[src/rtl/uart_tx_drain_if.sv]
// uart_tx_drain_if
// Read port of the upstream byte FIFO that feeds the UART transmitter.
//   fifo_empty   : FIFO holds no data (driven by the FIFO)
//   fifo_rd_data : registered read data, valid the cycle after a pop
//   fifo_rd_en   : one-cycle pop request (driven by the transmitter)
// The transmitter connects through the master modport; the FIFO side uses slave.
interface uart_tx_drain_if;
  logic       fifo_empty;
  logic [7:0] fifo_rd_data;
  logic       fifo_rd_en;

  modport master (
    input  fifo_empty,
    input  fifo_rd_data,
    output fifo_rd_en
  );

  modport slave (
    output fifo_empty,
    output fifo_rd_data,
    input  fifo_rd_en
  );
endinterface

[src/rtl/uart_tx_drain.sv]
// uart_tx_drain
// UART transmitter that drains an upstream byte FIFO. While enabled and the FIFO
// holds data it pops one byte, then serialises it as a frame:
//   start(0), 8 data bits LSB first, optional even parity, STOP_BITS stop bits(1).
// Back-to-back frames are separated by a 2-cycle high gap (pop + latch cycles).
// Ports:
//   clk        : clock, rising-edge
//   rst_n      : asynchronous active-low reset
//   i_enable   : allows a new frame to start (frames in flight always complete)
//   fifo       : uart_tx_drain_if.master (fifo_empty, fifo_rd_data, fifo_rd_en)
//   o_tx       : serial line, idles high
//   o_busy     : high in every state except IDLE
//   o_tx_done  : one-cycle pulse following the end of the final stop bit
module uart_tx_drain #(
  parameter int CLKS_PER_BIT = 16,
  parameter int PARITY_EN    = 0,
  parameter int STOP_BITS    = 1
) (
  input  logic            clk,
  input  logic            rst_n,
  input  logic            i_enable,
  uart_tx_drain_if.master fifo,
  output logic            o_tx,
  output logic            o_busy,
  output logic            o_tx_done
);

  typedef enum logic [2:0] {
    S_IDLE   = 3'd0,
    S_REQ    = 3'd1,
    S_LATCH  = 3'd2,
    S_START  = 3'd3,
    S_DATA   = 3'd4,
    S_PARITY = 3'd5,
    S_STOP   = 3'd6
  } state_t;

  // Counter is sized for the largest legal CLKS_PER_BIT (1023).
  localparam int                BAUD_W    = 10;
  localparam logic [BAUD_W-1:0] BAUD_LAST = BAUD_W'(CLKS_PER_BIT - 1);
  localparam logic              STOP_LAST = (STOP_BITS == 2);
  localparam bit                HAS_PAR   = (PARITY_EN != 0);

  state_t            r_state;
  state_t            w_next;
  logic [BAUD_W-1:0] r_baud;
  logic [2:0]        r_bit;
  logic              r_stop;
  logic [7:0]        r_shift;
  logic              r_par;
  logic              r_done;

  logic              w_timed;
  logic              w_bit_end;
  logic              w_fetch;
  logic              w_stop_end;

  // States that occupy serial bit times and therefore run the baud counter.
  assign w_timed    = (r_state == S_START) || (r_state == S_DATA) ||
                      (r_state == S_PARITY) || (r_state == S_STOP);
  assign w_bit_end  = w_timed && (r_baud == BAUD_LAST);
  assign w_fetch    = i_enable && !fifo.fifo_empty;
  assign w_stop_end = (r_state == S_STOP) && w_bit_end && (r_stop == STOP_LAST);

  // State register
  always_ff @(posedge clk or negedge rst_n) begin
    if (!rst_n) begin
      r_state <= S_IDLE;
    end else begin
      r_state <= w_next;
    end
  end

  // Next-state decode
  always_comb begin
    w_next = r_state;
    case (r_state)
      S_IDLE:   if (w_fetch) w_next = S_REQ;
      S_REQ:    w_next = S_LATCH;
      S_LATCH:  w_next = S_START;
      S_START:  if (w_bit_end) w_next = S_DATA;
      S_DATA: begin
        if (w_bit_end && (r_bit == 3'd7)) begin
          w_next = HAS_PAR ? S_PARITY : S_STOP;
        end
      end
      S_PARITY: if (w_bit_end) w_next = S_STOP;
      // Chaining straight to REQ skips IDLE so the inter-frame gap is only the
      // pop and latch cycles.
      S_STOP:   if (w_stop_end) w_next = w_fetch ? S_REQ : S_IDLE;
      default:  w_next = S_IDLE;
    endcase
  end

  // Baud counter, bit index and stop-bit counter
  always_ff @(posedge clk or negedge rst_n) begin
    if (!rst_n) begin
      r_baud <= '0;
      r_bit  <= '0;
      r_stop <= 1'b0;
    end else begin
      if (!w_timed || w_bit_end) begin
        r_baud <= '0;
      end else begin
        r_baud <= r_baud + 1'b1;
      end

      // The 3-bit index wraps 7 -> 0 on the last data bit, leaving it ready
      // for the next frame.
      if (r_state != S_DATA) begin
        r_bit <= '0;
      end else if (w_bit_end) begin
        r_bit <= r_bit + 1'b1;
      end

      if (r_state != S_STOP) begin
        r_stop <= 1'b0;
      end else if (w_bit_end) begin
        r_stop <= r_stop + 1'b1;
      end
    end
  end

  // Shift register and parity. Parity is taken from the FIFO data at latch
  // time because the shift register is consumed while the data bits go out.
  always_ff @(posedge clk or negedge rst_n) begin
    if (!rst_n) begin
      r_shift <= '0;
      r_par   <= 1'b0;
    end else if (r_state == S_LATCH) begin
      r_shift <= fifo.fifo_rd_data;
      r_par   <= ^fifo.fifo_rd_data;
    end else if ((r_state == S_DATA) && w_bit_end) begin
      r_shift <= {1'b0, r_shift[7:1]};
    end
  end

  // Completion pulse, registered so it appears the cycle after the stop bit.
  always_ff @(posedge clk or negedge rst_n) begin
    if (!rst_n) begin
      r_done <= 1'b0;
    end else begin
      r_done <= w_stop_end;
    end
  end

  // Moore output decode
  always_comb begin
    o_tx = 1'b1;
    case (r_state)
      S_START:  o_tx = 1'b0;
      S_DATA:   o_tx = r_shift[0];
      S_PARITY: o_tx = r_par;
      default:  o_tx = 1'b1;
    endcase
  end

  assign o_busy          = (r_state != S_IDLE);
  assign o_tx_done       = r_done;
  assign fifo.fifo_rd_en = (r_state == S_REQ);

endmodule
[src/flat_wrapper.sv]
// flat-port wrapper written by rule: the top's interface ports become plain ports
module uart_tx_drain_flat 
#(
  parameter int CLKS_PER_BIT = 16,
  parameter int PARITY_EN    = 0,
  parameter int STOP_BITS    = 1
)
  (clk, rst_n, i_enable, o_tx, o_busy, o_tx_done, fifo_fifo_empty, fifo_fifo_rd_data, fifo_fifo_rd_en);
  uart_tx_drain_if fifo_i ();
  input  logic clk;
  input  logic rst_n;
  input  logic i_enable;
  output logic o_tx;
  output logic o_busy;
  output logic o_tx_done;
  input wire logic [$bits(fifo_i.fifo_empty)-1:0] fifo_fifo_empty;
  input wire logic [$bits(fifo_i.fifo_rd_data)-1:0] fifo_fifo_rd_data;
  output wire logic [$bits(fifo_i.fifo_rd_en)-1:0] fifo_fifo_rd_en;
  assign fifo_i.fifo_empty = fifo_fifo_empty;
  assign fifo_i.fifo_rd_data = fifo_fifo_rd_data;
  assign fifo_fifo_rd_en = fifo_i.fifo_rd_en;
  uart_tx_drain #(.CLKS_PER_BIT(CLKS_PER_BIT), .PARITY_EN(PARITY_EN), .STOP_BITS(STOP_BITS)) u_core (.clk(clk), .rst_n(rst_n), .i_enable(i_enable), .fifo(fifo_i), .o_tx(o_tx), .o_busy(o_busy), .o_tx_done(o_tx_done));
endmodule
[config.mk]
export PLATFORM = sky130hd
export DESIGN_NAME = uart_tx_drain_flat
export DESIGN_NICKNAME = d
export VERILOG_FILES = /design/src/rtl/uart_tx_drain_if.sv /design/src/rtl/uart_tx_drain.sv /design/src/flat_wrapper.sv
export SDC_FILE = /design/constraint.sdc
export NUM_CORES = 1
export LEC_CHECK = 0
export ABC_AREA = 0
export BUFFER_PORTS_ARGS = -buffer_cell sky130_fd_sc_hd__buf_2
export CAP_MARGIN = 10
export CORE_MARGIN = 8
export CORE_UTILIZATION = 35
export CTS_CLUSTER_SIZE = 12
export DETAILED_ROUTE_END_ITERATION = 16
export HOLD_SLACK_MARGIN = 0.1
export SYNTH_ARGS = -nofsm -noshare
export SYNTH_HDL_FRONTEND = slang
export SYNTH_SLANG_ARGS = --single-unit
[constraint.sdc]
create_clock -name clk -period 6.1 [get_ports clk]
set_clock_uncertainty 0.05 [all_clocks]
set_input_delay 0.61 -clock clk [delete_from_list [all_inputs] [get_ports clk]]
set_output_delay 0.61 -clock clk [all_outputs]
set_load 0.005 [all_outputs]
==> impl_metrics.toml, run 1 <==
[outcome]
status = "finished clean"

[placed_design]
dp_hpwl_um = 1880
port_buffers = 15
routabilityCongestion = 0.711
placed_area_sq_um = 1530

[critical_path]
worstPathRequired_ns = 6.19
r2r-start = "u_core.r_state[2]"
critPathKind = "reg -> reg"
cp-end-kind = "register"
crit_fanout = 18
path_cells = "or3b_2 -> nor4_4 -> mux2i_1 -> a21oi_1"
crit_slowest_cell = "dfrtp_1"
arrival_ns = 2.34
cp-start-kind = "register"
slowest_delay_ns = 0.64
cp-startpoint = "u_core.r_state[2]"

[detailed_routing]
avgViaCountPerCell = 4.96
ant_nets = 0
drt-pass1-iter-count = 4
drc = 0
vias = 1016
totalWireLength_um = 2580
drt_iter0_markers = 97
wl_per_cell_um = 12.6

[sta]
finalSetupViolations = 0
hold_viol = 0
drv_slew = 0
grt_setup_unrepaired = "false"
worstMarginPinSlew_ns = 0.653
max_freq_mhz = 446
max_slew_margin_pct = 56.1
holdWs_ns = 0.291
period_share_pct = 36.8
period_minus_slack_ns = 2.24
final.setup.tns_ns = 0

[floorplanning]
start_util_pct = 36.3
die_x_um = 80.4
row_count = 23
core_region_area_sq_um = 4000
io_pins = 16
die-height_um = 80.4
die_area_sq_um = 6470

[cts]
post_cts_buffers = 0
cts_sinks = 27
cts_buffer_depth = 2
clock-root-buffer = "clkbuf_8"
cts_made_buffers = 3
insertion_delay_ns = 0.27
path_clk_slew_ns = 0.09
cts_resized = 0
tritoncts = "yes"
ctsHoldBuffers = 0
cts_max_level = 1

[grt]
grt_use_total_pct = 8.60
grt_max_degree = 28
grt_first_pass_wirelength_um = 4600
antenna_found_initial = 0
first_global_vias = 1080
grt.overflow.total = 0

[pwr]
combinationalPowerShare_pct = 7.1
p_sw_w = 0.0000683
seqPwrFrac_pct = 60.2
p_leak_nw = 0.727
p_clk_share_pct = 32.7
power_density_nw_per_um2 = 197
internal_power_w = 0.000241
p_sw_share_pct = 22.1
max-vdd-ir-drop_mv = 0.0710

[run]
cap_viol_max_count = 0

[final_layout]
area_delta_synth_final_pct = 8.18
antenna_cells = 0
drive_gt1_share_pct = 16.8
nets = 171
final_common_cell = "dfrtp_1"
final_cell_mix = "27 x dfrtp_1, 18 x nor2_1, 17 x xnor2_1, 16 x nand2_1, 15 x buf_2"
fin_area_sq_um = 1570

[yosys]
synth_edf_count = 0
synth-seq-cells = 27
ys_types = 35
syn_avg_cell_area_sq_um = 10.0
synth.net_count = 160
yosysWarnings = 0
ys.flop_type = "dfrtp_1"
synthCells = 145
async_flop_share_pct = 100
ys_seq_area_share_pct = 46.5
syn_area_sq_um = 1450

[min_path]
holdCritPathClass = "in -> async"
==> kinds of logic after synthesis <==
logic type,Yosys count,share of synthesized area (%)
fa+ha+maj,3,2.58
simple gates,57,20.8
flops,27,46.5
mux,9,6.29
xor+xnor,18,10.9
buf+inv,10,4.65
compound gates,21,8.36
==> layout make-up <==
type	count	area (sq um)
Fill cell	392	2430
Multi-Input combinational cell	108	709
Sequential cell	27	676
Timing Repair Buffer	15	75.1
Tap cell	50	62.6
Clock buffer	4	45.0
Inverter	1	3.75
==> per-stage QoR <==
step                      setup WS [ns]  util (%)  cells  total power (W)
after floorplan                    4.05         -    145         0.000202
after global routing               3.70      39.3    205         0.000326
after global placement             3.92      38.2    201         0.000212
after CTS                          3.83      39.3    205         0.000314
final                              3.86      39.3    205         0.000310
after detailed placement           3.85      38.2    201         0.000213
==> per-layer routing <==
metal | vias to the layer above | global-route usage (%) | wire length, um
li1 | 513 | - | -
met4 | 0 | 3.82 | 16
met5 | - | 0 | 0
met2 | 7 | 14.7 | 1330
met3 | 2 | 1.67 | 37
met1 | 494 | 10.1 | 1200
==> power groups by stage <==
stage	combinational, W	clock [W]	sequential (W)
finish	0.0000220	0.000101	0.000186
global route	0.0000250	0.000114	0.000187
CTS	0.0000228	0.000105	0.000186
detailed placement	0.0000227	0	0.000190
global placement	0.0000218	0	0.000190
floorplan	0.0000126	0	0.000189
==> flip-flops by register name (all words and copies together), names as in the netlist <==
register          flops
u_core.r_bit          3
u_core.r_shift        8
u_core.r_baud        10
u_core.r_par          1
u_core.r_state        3
u_core.r_stop         1
u_core.o_tx_done      1
==> cells in the mapped netlist (2+ instances only) <==
library cell,instances,area share (%)
nor3b_1,2,1.0
and3_1,2,0.86
nand2_1,16,4.1
nor2_1,18,4.7
a21oi_1,11,3.8
clkbuf_1,3,0.78
dfrtp_1,27,47
or3b_2,2,1.2
nor4_1,3,1.3
nor3_1,4,1.4
buf_6,3,2.3
and4b_1,2,1.4
xnor2_1,17,10
o21ai_0,4,1.4
ha_1,3,2.6
buf_2,2,0.69
mux2i_1,8,5.5
==> worst paths after layout <==
kind / slack (ns) / endpoint / cells past startpoint
worst max-delay path: 3.86 / u_core.r_shift[6] / 4
worst min-delay path: 0.29 / u_core.r_baud[9] / 1
worst max register to register: 3.86 / u_core.r_shift[6] / 4
worst min register to register: 0.42 / u_core.r_baud[0] / 1
max in group asynchronous: 5.32 / u_core.r_baud[4] / 1
min in group clk: 0.42 / u_core.r_baud[0] / 1
==> critical path: cells and delay by family, from the launching register on <==
kind | cells | cell delay (ns)
and+or+nand+nor | 2 | 1.06
DFF | 1 | 0.64
muxes | 1 | 0.27
AOI/OAI and AO/OA | 1 | 0.09
Power figures use the tool's default switching activity.
==> inputs of run 2 (changes only) <==
clock period = 2.1 ns   (was 6.1 ns; I/O delays follow)
==> run 2 against run 1 <==
  * Largest cell class unchanged
  * Cell area increased by 5.1%
  * Utilization is 2.0 points higher
  * Global-route usage about the same
  * Non-clock buffer count up 8
  * Worst setup slack worse by 3.7 ns
  * Total power grew to 2.9 times the previous value
  * Largest power group unchanged
  * Critical path depth increased by 1
  * Critical endpoint is now u_core.r_shift[2]
==> impl_metrics.toml, run 2 (synthesis gave the netlist of run 1 again) <==
[outcome]
status = "finished clean"

[grt]
first_global_vias = 1031
antenna_found_initial = 0
grt_first_pass_wirelength_um = 4510
grt.overflow.total = 0
grt_max_degree = 28
grt_use_total_pct = 8.62

[cts]
path_clk_slew_ns = 0.08
tritoncts = "yes"
cts_max_level = 1
post_cts_buffers = 0
cts_sinks = 27
cts_buffer_depth = 2
cts_made_buffers = 3
insertion_delay_ns = 0.27
clock-root-buffer = "clkbuf_8"

[critical_path]
ff2ff_setup_slack_ns = 0.15
critPathKind = "reg -> reg"
crit_end = "u_core.r_shift[2]"
cp-start-kind = "register"
arrival_ns = 2.04
r2r_cells = 5
worstPathRequired_ns = 2.19
r2r-start = "u_core.r_baud[5]"
r2r-end = "u_core.r_shift[2]"
cp-end-kind = "register"
cp-startpoint = "u_core.r_baud[5]"
crit_fanout = 8

[sta]
grt_setup_unrepaired = "false"
worstMarginPinSlew_ns = 0.612
max_freq_mhz = 513
period_minus_slack_ns = 1.95
holdWs_ns = 0.159
period_share_pct = 92.8
hold_viol = 0
drv_slew = 0
max_slew_margin_pct = 59.2
finalSetupViolations = 0
final.setup.tns_ns = 0

[placed_design]
placed_area_sq_um = 1590
routabilityCongestion = 0.816
dp_hpwl_um = 1980
port_buffers = 15

[final_layout]
final_cell_mix = "27 x dfrtp_1, 18 x nor2_1, 17 x xnor2_1, 16 x nand2_1, 15 x buf_2"
top_register = "u_core.r_baud"
reg_top3 = "u_core.r_baud x10, u_core.r_shift x8"
fill_cells = 393
antenna_cells = 0
fin_area_sq_um = 1650
drive_gt1_share_pct = 20.9
final_common_cell = "dfrtp_1"
largest_reg_flops = 10
multiInputGateArea_sq_um = 713
area_delta_synth_final_pct = 13.7
regArea_sq_um = 676
fin_util_pct = 41.3
nets = 179

[pwr]
p_leak_nw = 0.774
internal_power_w = 0.000700
combinationalPowerShare_pct = 7.3
p_sw_w = 0.000194
power_w = 0.000894
power_density_nw_per_um2 = 541
p_sw_share_pct = 21.7
max-vdd-ir-drop_mv = 0.307
p_clk_share_pct = 32.1
seqPwrFrac_pct = 60.5

[floorplanning]
start_util_pct = 36.3
io_pins = 16
row_count = 23
die_x_um = 80.4
die_area_sq_um = 6470
core_region_area_sq_um = 4000
die-height_um = 80.4

[detailed_routing]
drt-pass1-iter-count = 4
vias = 1066
drt_iter0_markers = 60
totalWireLength_um = 2610
drc = 0
ant_nets = 0
avgViaCountPerCell = 5.00
wl_per_cell_um = 12.3

[min_path]
holdCritPathClass = "in -> reg"

[run]
cap_viol_max_count = 0
[run 2: cell types whose count changed in the layout (fill, tap and decap cells not counted), sizes merged]
cell / before / now
buf: 15 / 22
clkbuf: 4 / 3
clkinv: 0 / 1
dlygate4sd3: 0 / 1
[run 2: final cells by class]
| cell class | count | share of cell area, % |
|---|---|---|
| multi-input combinational | 108 | 43.2 |
| clock inverter | 1 | 0.303 |
| inverter | 1 | 0.227 |
| tap | 50 | 3.79 |
| timing repair buffer | 23 | 9.09 |
| clock buffer | 3 | 2.50 |
| sequential | 27 | 40.9 |
[run 2: metal layers]
layer / share of wire, % / vias up / GRT usage [%]
met5: 0 / - / 0
met4: 0.42 / 0 / 1.64
met3: 3.4 / 3 / 3.01
met2: 50 / 19 / 15.0
met1: 46 / 510 / 9.92
li1: - / 534 / -
[run 2: worst min-delay path by stage]
stage | startpoint | slack [ns] | end | cells past startpoint
floorplan | rst_n | -0.14 | u_core.o_tx_done | 0
global placement | rst_n | 0.20 | u_core.r_shift[6] | 1
detailed placement | rst_n | 0.21 | u_core.r_shift[5] | 1
CTS | fifo_fifo_rd_data[7] | 0.15 | u_core.r_shift[7] | 3
global route | fifo_fifo_rd_data[7] | 0.16 | u_core.r_shift[7] | 3
finish | fifo_fifo_rd_data[7] | 0.16 | u_core.r_shift[7] | 3
[run 2: per-stage QoR]
stage | setup slack [ns] | std cells
final | 0.151 | 213
after detailed placement | 0.0213 | 208
after floorplan | 0.0460 | 145
after global placement | 0.0834 | 208
after CTS | 0.0115 | 213
after global routing | 0.0353 | 213
[run 2: power groups by stage]
stage                      logic, W  clock network, W  registers, W
after global placement    0.0000635                 0      0.000551
after CTS                 0.0000676          0.000304      0.000542
after floorplan           0.0000367                 0      0.000550
after detailed placement  0.0000661                 0      0.000552
final                     0.0000655          0.000287      0.000541
after global routing      0.0000747          0.000328      0.000543
[run 2: worst max-delay path, stage by stage, from the launching register on]
cell and delay [ns]:
dfrtp_1 0.38, or4_1 0.64, nor4_4 0.31, buf_12 0.17
mux2i_1 0.19, a21oi_1 0.08
[run 2: timing repair]
item	4_1_cts	5_1_grt
endpoints found under the setup margin	0	10
hold buffers	1	0
resized for setup	0	1
hold endpoints to repair	27	0
==> inputs of run 3 (changes only) <==
CORE_ASPECT_RATIO = 1.2   (was not set)
==> run 3 against run 2 <==
  * Worst hold slack got worse by 0.012 ns
  * Count of clock-buffer cells in the layout did not move
  * Flip-flop and latch count did not move
  * Global-route usage rose by 0.69 points
  * Critical path depth rose by 1
  * Clock power rose by 3%
  * Routed wire length rose by 3.1%
  * Highest routed layer unchanged
==> impl_metrics.toml, run 3 (synthesis gave the netlist of run 1 again) <==
[final_layout]
antenna_cells = 0
nets = 180
instances_no_fill = 218
drive_gt1_share_pct = 21.3
final_common_cell = "dfrtp_1"
final_cell_mix = "27 x dfrtp_1, 18 x nor2_1, 17 x xnor2_1, 16 x nand2_1, 15 x buf_2"
area_delta_synth_final_pct = 13.7
fill_cells = 400
largest_reg_flops = 10
top_register = "u_core.r_baud"
reg_top3 = "u_core.r_baud x10, u_core.r_shift x8"

[grt]
first_global_vias = 1116
grt_use_total_pct = 9.31
grt.overflow.total = 0
grt_max_degree = 28
grt_first_pass_wirelength_um = 4800
antenna_found_initial = 0

[sta]
hold_viol = 0
max_slew_margin_pct = 59.5
finalSetupViolations = 0
grt_setup_unrepaired = "false"
drv_slew = 0
period_share_pct = 93.4
period_minus_slack_ns = 1.96
layout_setup_ws_ns = 0.138
final.setup.tns_ns = 0
max_freq_mhz = 510
worstMarginPinSlew_ns = 0.607

[placed_design]
routabilityCongestion = 0.747
dp.cells = 213
dp_hpwl_um = 1980
place_ws_ns = 0.116
port_buffers = 15

[critical_path]
crit_slowest_cell = "or4_1"
slowest_delay_ns = 0.53
r2r_cells = 6
worstPathRequired_ns = 2.20
crit_fanout = 8
cp-start-kind = "register"
arrival_ns = 2.07
r2r-start = "u_core.r_baud[5]"
r2r-end = "u_core.r_shift[1]"
ff2ff_setup_slack_ns = 0.14
crit_top_cell = "buf_4"
cp-end-kind = "register"
critPathKind = "reg -> reg"
path_cells = "or4_1 -> buf_4 -> nor4_4 -> buf_4 -> mux2i_1 -> a21oi_1"

[floorplanning]
die_area_sq_um = 6480
io_pins = 16
die_x_um = 74.8
row_count = 25
die-height_um = 86.6
start_util_pct = 36.6
core_region_area_sq_um = 3970

[detailed_routing]
vias = 1039
drc = 0
drt-pass1-iter-count = 4
totalWireLength_um = 2700
avgViaCountPerCell = 4.77
drt_iter0_markers = 54
wl_per_cell_um = 12.4
ant_nets = 0

[cts]
cts_max_level = 1
path_clk_slew_ns = 0.10
post_cts_buffers = 0
cts_buffer_depth = 2
cts_made_buffers = 3
tritoncts = "yes"
clock-root-buffer = "clkbuf_8"
insertion_delay_ns = 0.27
cts_sinks = 27

[run]
cap_viol_max_count = 0

[min_path]
min_to = "u_core.r_shift[7]"
min-delay-start = "fifo_fifo_rd_data[7]"
holdCritPathClass = "in -> reg"
whs_path_depth = 3

[outcome]
status = "finished clean"

[pwr]
power_density_nw_per_um2 = 547
max-vdd-ir-drop_mv = 0.278
p_leak_nw = 0.773
run 3: cell types whose count changed in the layout (fill, tap and decap cells not counted), sizes merged:
cell / before / now
buf: 22 / 23
run 3: cell type report:
class                      instances  area [sq um]  area share, %
inverter                           1          3.75          0.227
multi-input combinational        108           713           43.2
timing repair buffer              24           145           8.79
clock buffer                       3          41.3           2.50
tap                               54          67.6           4.09
clock inverter                     1          5.00          0.303
sequential                        27           676           40.9
run 3: repair_timing:
action,4_1_cts,5_1_grt
hold endpoints to repair,27,0
setup endpoints to repair,0,1
resized for setup,0,1
hold buffers,1,0
run 3: power breakdown:
part	leakage (nW)	switching (W)	total [W]	internal, W
Clock	0.0255	0.000163	0.000296	0.000133
Combinational	0.417	0.0000331	0.0000660	0.0000329
Sequential	0.331	0.00000685	0.000541	0.000534
run 3: metrics by stage:
| step | utilization [%] | power (W) | hold slack (ns) | area [sq um] |
|---|---|---|---|---|
| finish | 41.6 | 0.000903 | 0.147 | 1650 |
| global route | 41.6 | 0.000951 | 0.155 | 1650 |
| CTS | 41.5 | 0.000914 | 0.148 | 1650 |
| detailed placement | 40.1 | 0.000618 | 0.209 | 1590 |
| global placement | 40.1 | 0.000616 | 0.197 | 1590 |
| floorplan | - | 0.000587 | -0.136 | 1450 |
run 3: worst max path at each step:
stage / startpoint / to / slack (ns) / cells after the start
CTS: u_core.r_baud[0] / u_core.r_state[1] / 0.10 / 5
detailed placement: u_core.r_baud[0] / u_core.r_state[1] / 0.12 / 5
global placement: u_core.r_baud[4] / u_core.r_baud[9] / 0.15 / 4
floorplan: u_core.r_baud[5] / u_core.r_state[1] / 0.05 / 6
finish: u_core.r_baud[5] / u_core.r_shift[1] / 0.14 / 6
global route: u_core.r_baud[4] / u_core.r_shift[1] / 0.03 / 6
run 3: worst max-delay path, delay by kind of cell (launching register included):
kind	cells	cell delay, ns
multiplexers	1	0.21
buffers and inverters	2	0.39
AND/OR/NAND/NOR	2	0.73
flip-flops	1	0.38
AO/OA/AOI/OAI	1	0.09
run 3: routing by layer:
layer | up-vias | GRT usage, % | share of wire, %
met5 | - | 0 | 0
li1 | 533 | - | -
met3 | 5 | 2.08 | 3.0
met2 | 16 | 16.0 | 49
met4 | 0 | 4.29 | 1.8
met1 | 485 | 10.5 | 46
